## src/rtl/frame_writer_if.sv

```systemverilog
// Avalon-MM write bus between the frame writer and the SDRAM write port.
// The master side drives the write slot; the slave side only stalls it.
interface frame_writer_if;
    logic [28:0] address;
    logic [7:0]  burstcount;
    logic        waitrequest;
    logic [63:0] writedata;
    logic [7:0]  byteenable;
    logic        write;

    modport master (
        output address,
        output burstcount,
        output writedata,
        output byteenable,
        output write,
        input  waitrequest
    );

    modport slave (
        input  address,
        input  burstcount,
        input  writedata,
        input  byteenable,
        input  write,
        output waitrequest
    );
endinterface

```

## src/rtl/frame_writer.sv

```systemverilog
// Frame writer: packs 32-bit rasterizer pixels into 64-bit SDRAM words for the
// back buffer and performs solid-colour buffer clears. One pending word
// collects lane pairs; it is written when a pixel for another word arrives,
// on flush, after an idle timeout, or before a clear starts.
module frame_writer #(
    parameter int unsigned ADDRESS      = 0,
    parameter int unsigned LENGTH       = 0,
    parameter int unsigned FLUSH_CYCLES = 4
) (
    input  logic           clock,
    input  logic           reset_n,
    frame_writer_if.master bus,
    input  logic           back_buffer,
    input  logic           pixel_valid,
    output logic           pixel_ready,
    input  logic [23:0]    pixel_index,
    input  logic [31:0]    pixel_color,
    input  logic           flush,
    input  logic           clear_start,
    input  logic [31:0]    clear_color,
    output logic           clear_busy,
    output logic [31:0]    debug_value
);

    localparam logic [28:0] BASE_WORD   = 29'(ADDRESS / 8);
    localparam logic [28:0] BUF_WORDS   = 29'(LENGTH / 8);
    localparam logic [31:0] BUF_PIXELS  = 32'(LENGTH / 4);
    localparam logic [31:0] FLUSH_LIMIT = 32'(FLUSH_CYCLES);

    typedef enum logic [1:0] {PIXEL, DRAIN, CLEAR} state_t;

    state_t state;
    state_t state_next;

    // Output slot registers
    logic        wr_q;
    logic [28:0] addr_q;
    logic [63:0] data_q;
    logic [7:0]  be_q;

    // Pending (partially filled) word
    logic        pend_valid;
    logic [28:0] pend_addr;
    logic [63:0] pend_data;
    logic [7:0]  pend_be;
    logic [31:0] idle_cnt;

    // Clear sequencer
    logic [31:0] clr_color;
    logic [28:0] clr_base;
    logic [28:0] clr_cnt;

    logic [31:0] write_count;
    logic        running;

    logic        slot_free;
    logic        accept;
    logic        in_range;
    logic        same_word;
    logic        lane;
    logic [28:0] pix_addr;
    logic [63:0] lane_data;
    logic [7:0]  lane_be;

    logic        issue;
    logic [28:0] issue_addr;
    logic [63:0] issue_data;
    logic [7:0]  issue_be;
    logic        pend_drop;
    logic        clear_go;
    logic        clear_step;
    logic        clear_end;

    assign slot_free   = !wr_q || !bus.waitrequest;
    assign pixel_ready = running && (state == PIXEL) && slot_free;
    assign accept      = pixel_valid && pixel_ready;
    assign in_range    = {8'd0, pixel_index} < BUF_PIXELS;
    assign lane        = pixel_index[0];
    assign pix_addr    = BASE_WORD + (back_buffer ? BUF_WORDS : 29'd0)
                       + {6'd0, pixel_index[23:1]};
    assign lane_data   = lane ? {pixel_color, 32'd0} : {32'd0, pixel_color};
    assign lane_be     = lane ? 8'hF0 : 8'h0F;
    assign same_word   = pend_valid && (pend_addr == pix_addr);

    assign bus.address    = addr_q;
    assign bus.writedata  = data_q;
    assign bus.byteenable = be_q;
    assign bus.write      = wr_q;
    assign bus.burstcount = 8'h01;
    assign debug_value    = write_count;

    // Holds pixel_ready low until the first clock after reset is released
    always_ff @(posedge clock or negedge reset_n) begin
        if (!reset_n) running <= 1'b0;
        else          running <= 1'b1;
    end

    // State register
    always_ff @(posedge clock or negedge reset_n) begin
        if (!reset_n) state <= PIXEL;
        else          state <= state_next;
    end

    // Next-state logic and selection of the word to place in the output slot
    always_comb begin
        state_next = state;
        issue      = 1'b0;
        issue_addr = '0;
        issue_data = '0;
        issue_be   = '0;
        pend_drop  = 1'b0;
        clear_go   = 1'b0;
        clear_step = 1'b0;
        clear_end  = 1'b0;
        case (state)
            PIXEL: begin
                if (accept) begin
                    if (in_range && pend_valid && !same_word) begin
                        issue      = 1'b1;
                        issue_addr = pend_addr;
                        issue_data = pend_data;
                        issue_be   = pend_be;
                    end
                end else if (pend_valid && slot_free &&
                             (flush || idle_cnt >= FLUSH_LIMIT)) begin
                    issue      = 1'b1;
                    issue_addr = pend_addr;
                    issue_data = pend_data;
                    issue_be   = pend_be;
                    pend_drop  = 1'b1;
                end
                if (clear_start) begin
                    clear_go   = 1'b1;
                    state_next = DRAIN;
                end
            end
            DRAIN: begin
                if (!pend_valid) begin
                    state_next = CLEAR;
                end else if (slot_free) begin
                    issue      = 1'b1;
                    issue_addr = pend_addr;
                    issue_data = pend_data;
                    issue_be   = pend_be;
                    pend_drop  = 1'b1;
                    state_next = CLEAR;
                end
            end
            CLEAR: begin
                if (clr_cnt != BUF_WORDS) begin
                    if (slot_free) begin
                        issue      = 1'b1;
                        issue_addr = clr_base + clr_cnt;
                        issue_data = {clr_color, clr_color};
                        issue_be   = 8'hFF;
                        clear_step = 1'b1;
                    end
                end else if (slot_free) begin
                    clear_end  = 1'b1;
                    state_next = PIXEL;
                end
            end
            default: state_next = PIXEL;
        endcase
    end

    // Output slot: load a new word, drop write after acceptance, else hold
    always_ff @(posedge clock or negedge reset_n) begin
        if (!reset_n) begin
            wr_q   <= 1'b0;
            addr_q <= '0;
            data_q <= '0;
            be_q   <= '0;
        end else if (issue) begin
            wr_q   <= 1'b1;
            addr_q <= issue_addr;
            data_q <= issue_data;
            be_q   <= issue_be;
        end else if (slot_free) begin
            wr_q   <= 1'b0;
        end
    end

    // Pending word: merge same-word pixels, replace on a new word, empty on drain
    always_ff @(posedge clock or negedge reset_n) begin
        if (!reset_n) begin
            pend_valid <= 1'b0;
            pend_addr  <= '0;
            pend_data  <= '0;
            pend_be    <= '0;
        end else if (accept && in_range) begin
            if (same_word) begin
                if (lane) pend_data[63:32] <= pixel_color;
                else      pend_data[31:0]  <= pixel_color;
                pend_be <= pend_be | lane_be;
            end else begin
                pend_valid <= 1'b1;
                pend_addr  <= pix_addr;
                pend_data  <= lane_data;
                pend_be    <= lane_be;
            end
        end else if (pend_drop) begin
            pend_valid <= 1'b0;
        end
    end

    // Idle timer since the last accepted pixel, saturating at the flush limit
    always_ff @(posedge clock or negedge reset_n) begin
        if (!reset_n)                                  idle_cnt <= '0;
        else if (accept)                               idle_cnt <= '0;
        else if (pend_valid && idle_cnt < FLUSH_LIMIT) idle_cnt <= idle_cnt + 32'd1;
    end

    // Clear parameters captured at start, word counter advanced per issued word
    always_ff @(posedge clock or negedge reset_n) begin
        if (!reset_n) begin
            clr_color  <= '0;
            clr_base   <= '0;
            clr_cnt    <= '0;
            clear_busy <= 1'b0;
        end else begin
            if (clear_go) begin
                clr_color  <= clear_color;
                clr_base   <= BASE_WORD + (back_buffer ? BUF_WORDS : 29'd0);
                clr_cnt    <= '0;
                clear_busy <= 1'b1;
            end else if (clear_step) begin
                clr_cnt <= clr_cnt + 29'd1;
            end
            if (clear_end) clear_busy <= 1'b0;
        end
    end

    // Count of writes accepted by the memory controller
    always_ff @(posedge clock or negedge reset_n) begin
        if (!reset_n)                    write_count <= '0;
        else if (wr_q && !bus.waitrequest) write_count <= write_count + 32'd1;
    end

endmodule

```

## src/flat_wrapper.sv

```systemverilog
// flat-port wrapper written by rule: the top's interface ports become plain ports
module frame_writer_flat 
#(
    parameter int unsigned ADDRESS      = 0,
    parameter int unsigned LENGTH       = 0,
    parameter int unsigned FLUSH_CYCLES = 4
)
  (clock, reset_n, back_buffer, pixel_valid, pixel_ready, pixel_index, pixel_color, flush, clear_start, clear_color, clear_busy, debug_value, bus_address, bus_burstcount, bus_writedata, bus_byteenable, bus_write, bus_waitrequest);
  frame_writer_if bus_i ();
  input  logic clock;
  input  logic reset_n;
  input  logic back_buffer;
  input  logic pixel_valid;
  output logic pixel_ready;
  input  logic [23:0] pixel_index;
  input  logic [31:0] pixel_color;
  input  logic flush;
  input  logic clear_start;
  input  logic [31:0] clear_color;
  output logic clear_busy;
  output logic [31:0] debug_value;
  output wire logic [$bits(bus_i.address)-1:0] bus_address;
  output wire logic [$bits(bus_i.burstcount)-1:0] bus_burstcount;
  output wire logic [$bits(bus_i.writedata)-1:0] bus_writedata;
  output wire logic [$bits(bus_i.byteenable)-1:0] bus_byteenable;
  output wire logic [$bits(bus_i.write)-1:0] bus_write;
  input wire logic [$bits(bus_i.waitrequest)-1:0] bus_waitrequest;
  assign bus_address = bus_i.address;
  assign bus_burstcount = bus_i.burstcount;
  assign bus_writedata = bus_i.writedata;
  assign bus_byteenable = bus_i.byteenable;
  assign bus_write = bus_i.write;
  assign bus_i.waitrequest = bus_waitrequest;
  frame_writer #(.ADDRESS(ADDRESS), .LENGTH(LENGTH), .FLUSH_CYCLES(FLUSH_CYCLES)) u_core (.clock(clock), .reset_n(reset_n), .bus(bus_i), .back_buffer(back_buffer), .pixel_valid(pixel_valid), .pixel_ready(pixel_ready), .pixel_index(pixel_index), .pixel_color(pixel_color), .flush(flush), .clear_start(clear_start), .clear_color(clear_color), .clear_busy(clear_busy), .debug_value(debug_value));
endmodule
```

## config.mk

```make
export PLATFORM = sky130hd
export DESIGN_NAME = frame_writer_flat
export DESIGN_NICKNAME = d
export VERILOG_FILES = /design/src/rtl/frame_writer_if.sv /design/src/rtl/frame_writer.sv /design/src/flat_wrapper.sv
export SDC_FILE = /design/constraint.sdc
export NUM_CORES = 1
export LEC_CHECK = 0
export ABC_AREA = 1
export BUFFER_PORTS_ARGS = -buffer_cell sky130_fd_sc_hd__buf_2
export CAP_MARGIN = 20
export CORE_AREA = 2 2 104 156
export CTS_CLUSTER_SIZE = 8
export DETAILED_ROUTE_END_ITERATION = 10
export DIE_AREA = 0 0 106 158
export PLACE_DENSITY = 0.79
export SYNTH_ARGS = -nofsm -noshare
export SYNTH_HDL_FRONTEND = slang
export SYNTH_SLANG_ARGS = --single-unit
```

## constraint.sdc

```tcl
create_clock -name clock -period 2 [get_ports clock]
set_input_delay 0.4 -clock clock [delete_from_list [all_inputs] [get_ports clock]]
set_output_delay 0.4 -clock clock [all_outputs]
set_load 0.02 [all_outputs]
```

Yosys cells after proc, flatten, opt, wreduce, memory -nomap -nowiden --
Cells that the tools add are included.
Word-level totals: register bits 199, output and inout port bits 144, logic and storage cells 55
Operators by class: add/subtract/negate cells 2, eq/ne operators 5, muxes and demuxes 26, reduce and logical (&&, ||, !) cells 12
Operators with widths (count):
- 64-bit 2-to-1 mux | 3
- 29-bit 2-to-1 mux | 5
- 32-bit by 1-bit adder with 32-bit output, second input constant | 1
- 29-bit by 1-bit adder with 29-bit output, second input constant | 1
- 29-bit nonzero test | 1
- 8-bit 2-to-1 mux | 3
- 1-bit 2-to-1 mux | 11
- 2-bit 2-to-1 mux | 3
- 2-bit case mux with 3 select lines | 1
- 2-bit nonzero test | 3
- 2-bit != test, second input constant | 2
- 1-bit logical AND | 3
- 3-bit AND reduction | 1
- 2-bit by 1-bit == test with 1-bit output, second input constant | 1
- 2-bit == test, second input constant | 1
- 1-bit logical NOT | 2
- 2-bit logical NOT | 1
- 2-bit by 1-bit != test with 1-bit output, second input constant | 1
- 1-bit logical OR | 1

Logic depth before layout (Yosys ltp) --
depth after elaboration 7, gate-level depth with buffers 13, depth with buffers taken out 11

Least setup slack after synthesis --
No wires, ideal clock.
path kind reg2reg, start point reg u_core.write_count[0], in the netlist u_core.debug_value[0], end point reg u_core.write_count[28], in the netlist u_core.debug_value[28], arrival time 1.606 ns, data required time 1.880 ns, slack 0.273 ns, stages on the path, launching flop included 9, path buffers 0, period minus slack after synthesis 1.727 ns, cells stage by stage dfrtp_1 > ha_1 > nand3_1 > nor2_4 > nand2_1 > nor2_1 > nand3_1 > o21ai_0 > nand2_1
Between the ends: longest elaborated chain between the ends 1
RTL lines:
- start: declaration | line frame_writer.sv:53 | logic [31:0] write_count;
- start signal: assignment | line frame_writer.sv:237 | else if (wr_q && !bus.waitrequest) write_count <= write_count + 32'd1;
- 32-bit by 1-bit adder with 32-bit output | line frame_writer.sv:237
No other way between the ends. A chain may end at the register's enable or synchronous reset.

Worst setup path in the final report --
start point reg u_core.clr_cnt[0], end point reg u_core.clr_cnt[22]
Between the ends: longest elaborated chain between the ends 4
RTL lines:
- start: declaration | line frame_writer.sv:51 | logic [28:0] clr_cnt;
- start signal: assignment | line frame_writer.sv:228 | clr_cnt <= clr_cnt + 29'd1;
- branches (longest 4 deep; another with 29-bit by 1-bit adder with 29-bit output)
Several ways; the timed one is not identified. The select of a mux whose other input is x is not followed.

==> results.yml <==
synthesis:
  synth-edff-count: 0
  yosysSeqAreaShare: 0.510
  synth_top_family_by_area: "simple AND/OR/NAND/NOR gates"
  synth_top_area_share: 0.510
  syn_inst: 988
  synth_compound_area_frac: 0.0439
  synthArstFlopShare: 1.00
  avgSynthCellArea_um2: 7.95
  synth_ff_type: "dfrtp_1"
  synth_mux_area_frac: 0
  synth_area_leader_cell: "dfrtp_1"
  mappedNetlistArea_um2: 7860
  yosys.area_share.simple: 0.280
  synth.distinct_cells: 28
  yosys-top-cells-area: "dfrtp_1 51%, nand2_1 18%, buf_4 4.6%, inv_1 4.5%, o21ai_0 4.3%"
  synth_xor_area_frac: 0.0457
  synth_seq_cells: 160
  synthAdderAreaFrac: 0.00478
  yosysWarnings: 0
power_and_ir_drop:
  net-switching-power_uw: 1690
  seq_power_share: 0.488
  combPwrFrac: 0.059
  internal_power_uw: 5380
  switching_share: 0.239
  power_frac_clock: 0.452
  ir_worst_vdd_v: 0.000602
  power.density_nw_per_um2: 764
  p_leak_uw: 0.00518
clock_network:
  clock_latency_ns: 0.42
  path_clk_slew_ns: 0.07
  postCtsSetupRepairBufs: 0
  cts_buffers: 17
  cts_tree: "built"
  clockBufferDepth: 2
  clock-sinks: 160
  htreeDepth: 4
  root_buffer: "clkbuf_16"
worst_setup_path:
  path_class: "flop to flop"
  arrival_ns: 2.17
  end_kind: "flop"
  r2r_end: "u_core.clr_cnt[22]$_DFFE_PN0P_"
  cp-start-kind: "flop"
  cp_slowest_stage_delay_ns: 0.43
  crit_chain: "ha_1 > nand2_1 > nor2_2 > nand2_1 > nor2_1 > nand3_1 > nand2_1 > inv_1 > nand2_1 > nand2_1"
  regToRegStartpoint: "u_core.clr_cnt[0]$_DFFE_PN0P_"
  r2r_cells: 10
  worstSetupStartpoint: "u_core.clr_cnt[0]$_DFFE_PN0P_"
  path_common_cell: "nand2_1"
  ff2ff_setup_slack_ns: 0.13
  cp_slowest_cell: "dfrtp_1"
  cp.required_ns: 2.30
  crit_fanout: 4
timing:
  relSlewSlack: 0.642
  tns_ns: 0
  fin_skew_ns: 0.0126
  fin_crit_ns: 1.87
  slew_viol_final: 0
  rsz0062_at_grt: "no"
  finalHoldViolCount: 0
  timing.final.crit_share: 0.934
  tightest_slew_ns: 0.536
  max_freq_mhz: 536
  setup_slack_ns: 0.133
  setup_viol: 0
status:
  status: "completed"
min_path:
  whs_endpoint: "u_core.clr_color[5]$_DFFE_PN0P_"
  hold_start: "clear_color[5]"
  hold_depth: 3
  hold_class: "input port to flop"
die:
  fp.coreArea_um2: 15500
  dieArea_um2: 16700
  die_width_um: 106
  start_util: 0.507
  num_rows: 56
  die_h_um: 158
  io-pin-count: 239
routing:
  drt-wirelength-per-cell_um: 13.2
  first_iter_violations: 411
  wl_mm: 17.8
  via_count: 6638
  drc: 0
  dr.pass1.iters: 5
  avgViaCountPerCell: 4.94
  antenna_left: 0
global_routing:
  grt_overflow: 0
  grt_pass1_wl_mm: 29.7
  track_usage: 0.220
  grt_max_degree: 86
  antenna_found_initial: 2
  grt_pass1_vias: 6558
flow_run:
  maxCapViolCount: 0
place:
  gp_congestion: 0.942
  dpl_cell_area_um2: 8650
  hpwl_mm: 13.0
  post-place-ws_ns: 0.169
  numPortBuffers: 171
  dp.cells: 1311
layout:
  area_growth_pct: 17.8
  layout-drive-gt1-share: 0.204
  finalNonFillerCells: 1345
  design_area_um2: 9250
  post-route-util: 0.598
  nNetsFinal: 1226
[power groups by stage]
stage          combinational, uW  clock, uW  sequential (uW)
2_1_floorplan                242          0             3510
3_3_place_gp                 411          0             3510
3_5_place_dp                 421          0             3510
4_1_cts                      430       3260             3450
5_1_grt                      488       3380             3470
6_report                     419       3200             3450
[area by class of cell]
class,instances,area (um^2)
multi-input cells,664,2980
clock inverters,14,155
repair buffers,190,1080
diodes,2,5.00
flip-flops and latches,160,4010
clock buffers,17,425
inverters,95,357
well taps,203,254
fillers,1375,6230
[worst max path at each step]
stage          depth (start not counted)                                   end
5_1_grt                               10        u_core.clr_cnt[22]$_DFFE_PN0P_
4_1_cts                                4                           pixel_ready
3_5_place_dp                          10  u_core.bus.writedata[55]$_DFFE_PN0P_
6_report                              10        u_core.clr_cnt[22]$_DFFE_PN0P_
3_3_place_gp                           8    u_core.debug_value[21]$_DFFE_PN0P_
2_1_floorplan                          8    u_core.debug_value[28]$_DFFE_PN0P_
[metrics by stage]
stage          total power (uW)  hold WS [ns]
2_1_floorplan              3750         0.104
3_3_place_gp               3920         0.395
3_5_place_dp               3940         0.393
4_1_cts                    7140         0.163
5_1_grt                    7330         0.174
6_report                   7070         0.173
[synthesized netlist by cell type, types with 2 or more instances]
cell,instances
buf_4,48
xnor2_1,11
conb_1,2
dfrtp_1,160
o21ai_0,68
xor2_1,30
inv_1,94
nand3b_1,4
nand2_2,2
nor3_1,9
buf_1,2
ha_1,3
nor2_4,2
buf_6,10
buf_2,6
nor2_1,84
clkbuf_1,10
nand3_1,54
nor2_2,4
nand4_1,5
nand2_1,373
[registers in the layout, indices dropped and copies added (netlist names), 2 cells and up]
signal	cells
u_core.debug_value	32
u_core.bus.writedata	32
u_core.bus.address	29
u_core.state	2
u_core.clr_cnt	29
u_core.clr_color	32
[critical path: cells and delay by family, from the launching register on]
| family | cells | cell delay, ns |
|---|---|---|
| simple gates | 8 | 1.07 |
| flops | 1 | 0.43 |
| fa+ha+maj | 1 | 0.21 |
| buf+inv | 1 | 0.04 |
[logic make-up (layout without fill, tap and decap cells)]
family | Yosys count | after routing
AOI/OAI and AO/OA | 69 | 69
xor gates and xnor gates | 41 | 41
adders and majority gates | 3 | 3
buffers and inverters | 171 | 316
DFF | 160 | 160
other | 2 | 11
and+or+nand+nor | 542 | 542
[metal layers]
metal,GRT usage,part of all wire,vias to the layer above
li1,-,-,3273
met5,0,0,-
met4,0.0996,0.030,0
met1,0.242,0.39,3161
met2,0.416,0.54,166
met3,0.0338,0.035,38
[repair_timing]
item	in CTS	in global routing
gates resized for setup	0	3
endpoints found under the setup margin	0	5
endpoints found under the hold margin	48	0
hold buffers	1	0
[cell usage in the layout (no fill, tap or decap)]
cell type and count:
dfrtp_2 1, inv_1 93, clkbuf_16 17, buf_16 1
nor2_2 4, clkinv_2 3, nand3_4 1, nor3b_1 1
o21ai_1 1, inv_2 2, ha_1 3, buf_6 1
nor2_1 84, clkinv_4 2, bufinv_16 2, o21ai_0 68
or2_1 1, buf_4 13, xnor2_1 11, buf_12 4
clkinvlp_4 1, nor3_2 1, conb_1 9, buf_2 170
nor4_1 1, nand4_1 5, nor3_1 9, dfrtp_1 159
dlygate4sd3_1 1, nand2_1 373, diode_2 2, inv_6 5
nand3_1 54, inv_8 1, nor2_4 2, xor2_1 30
nand2_2 2, nand3b_1 4
Note: power is estimated with default switching activity, not from simulation.
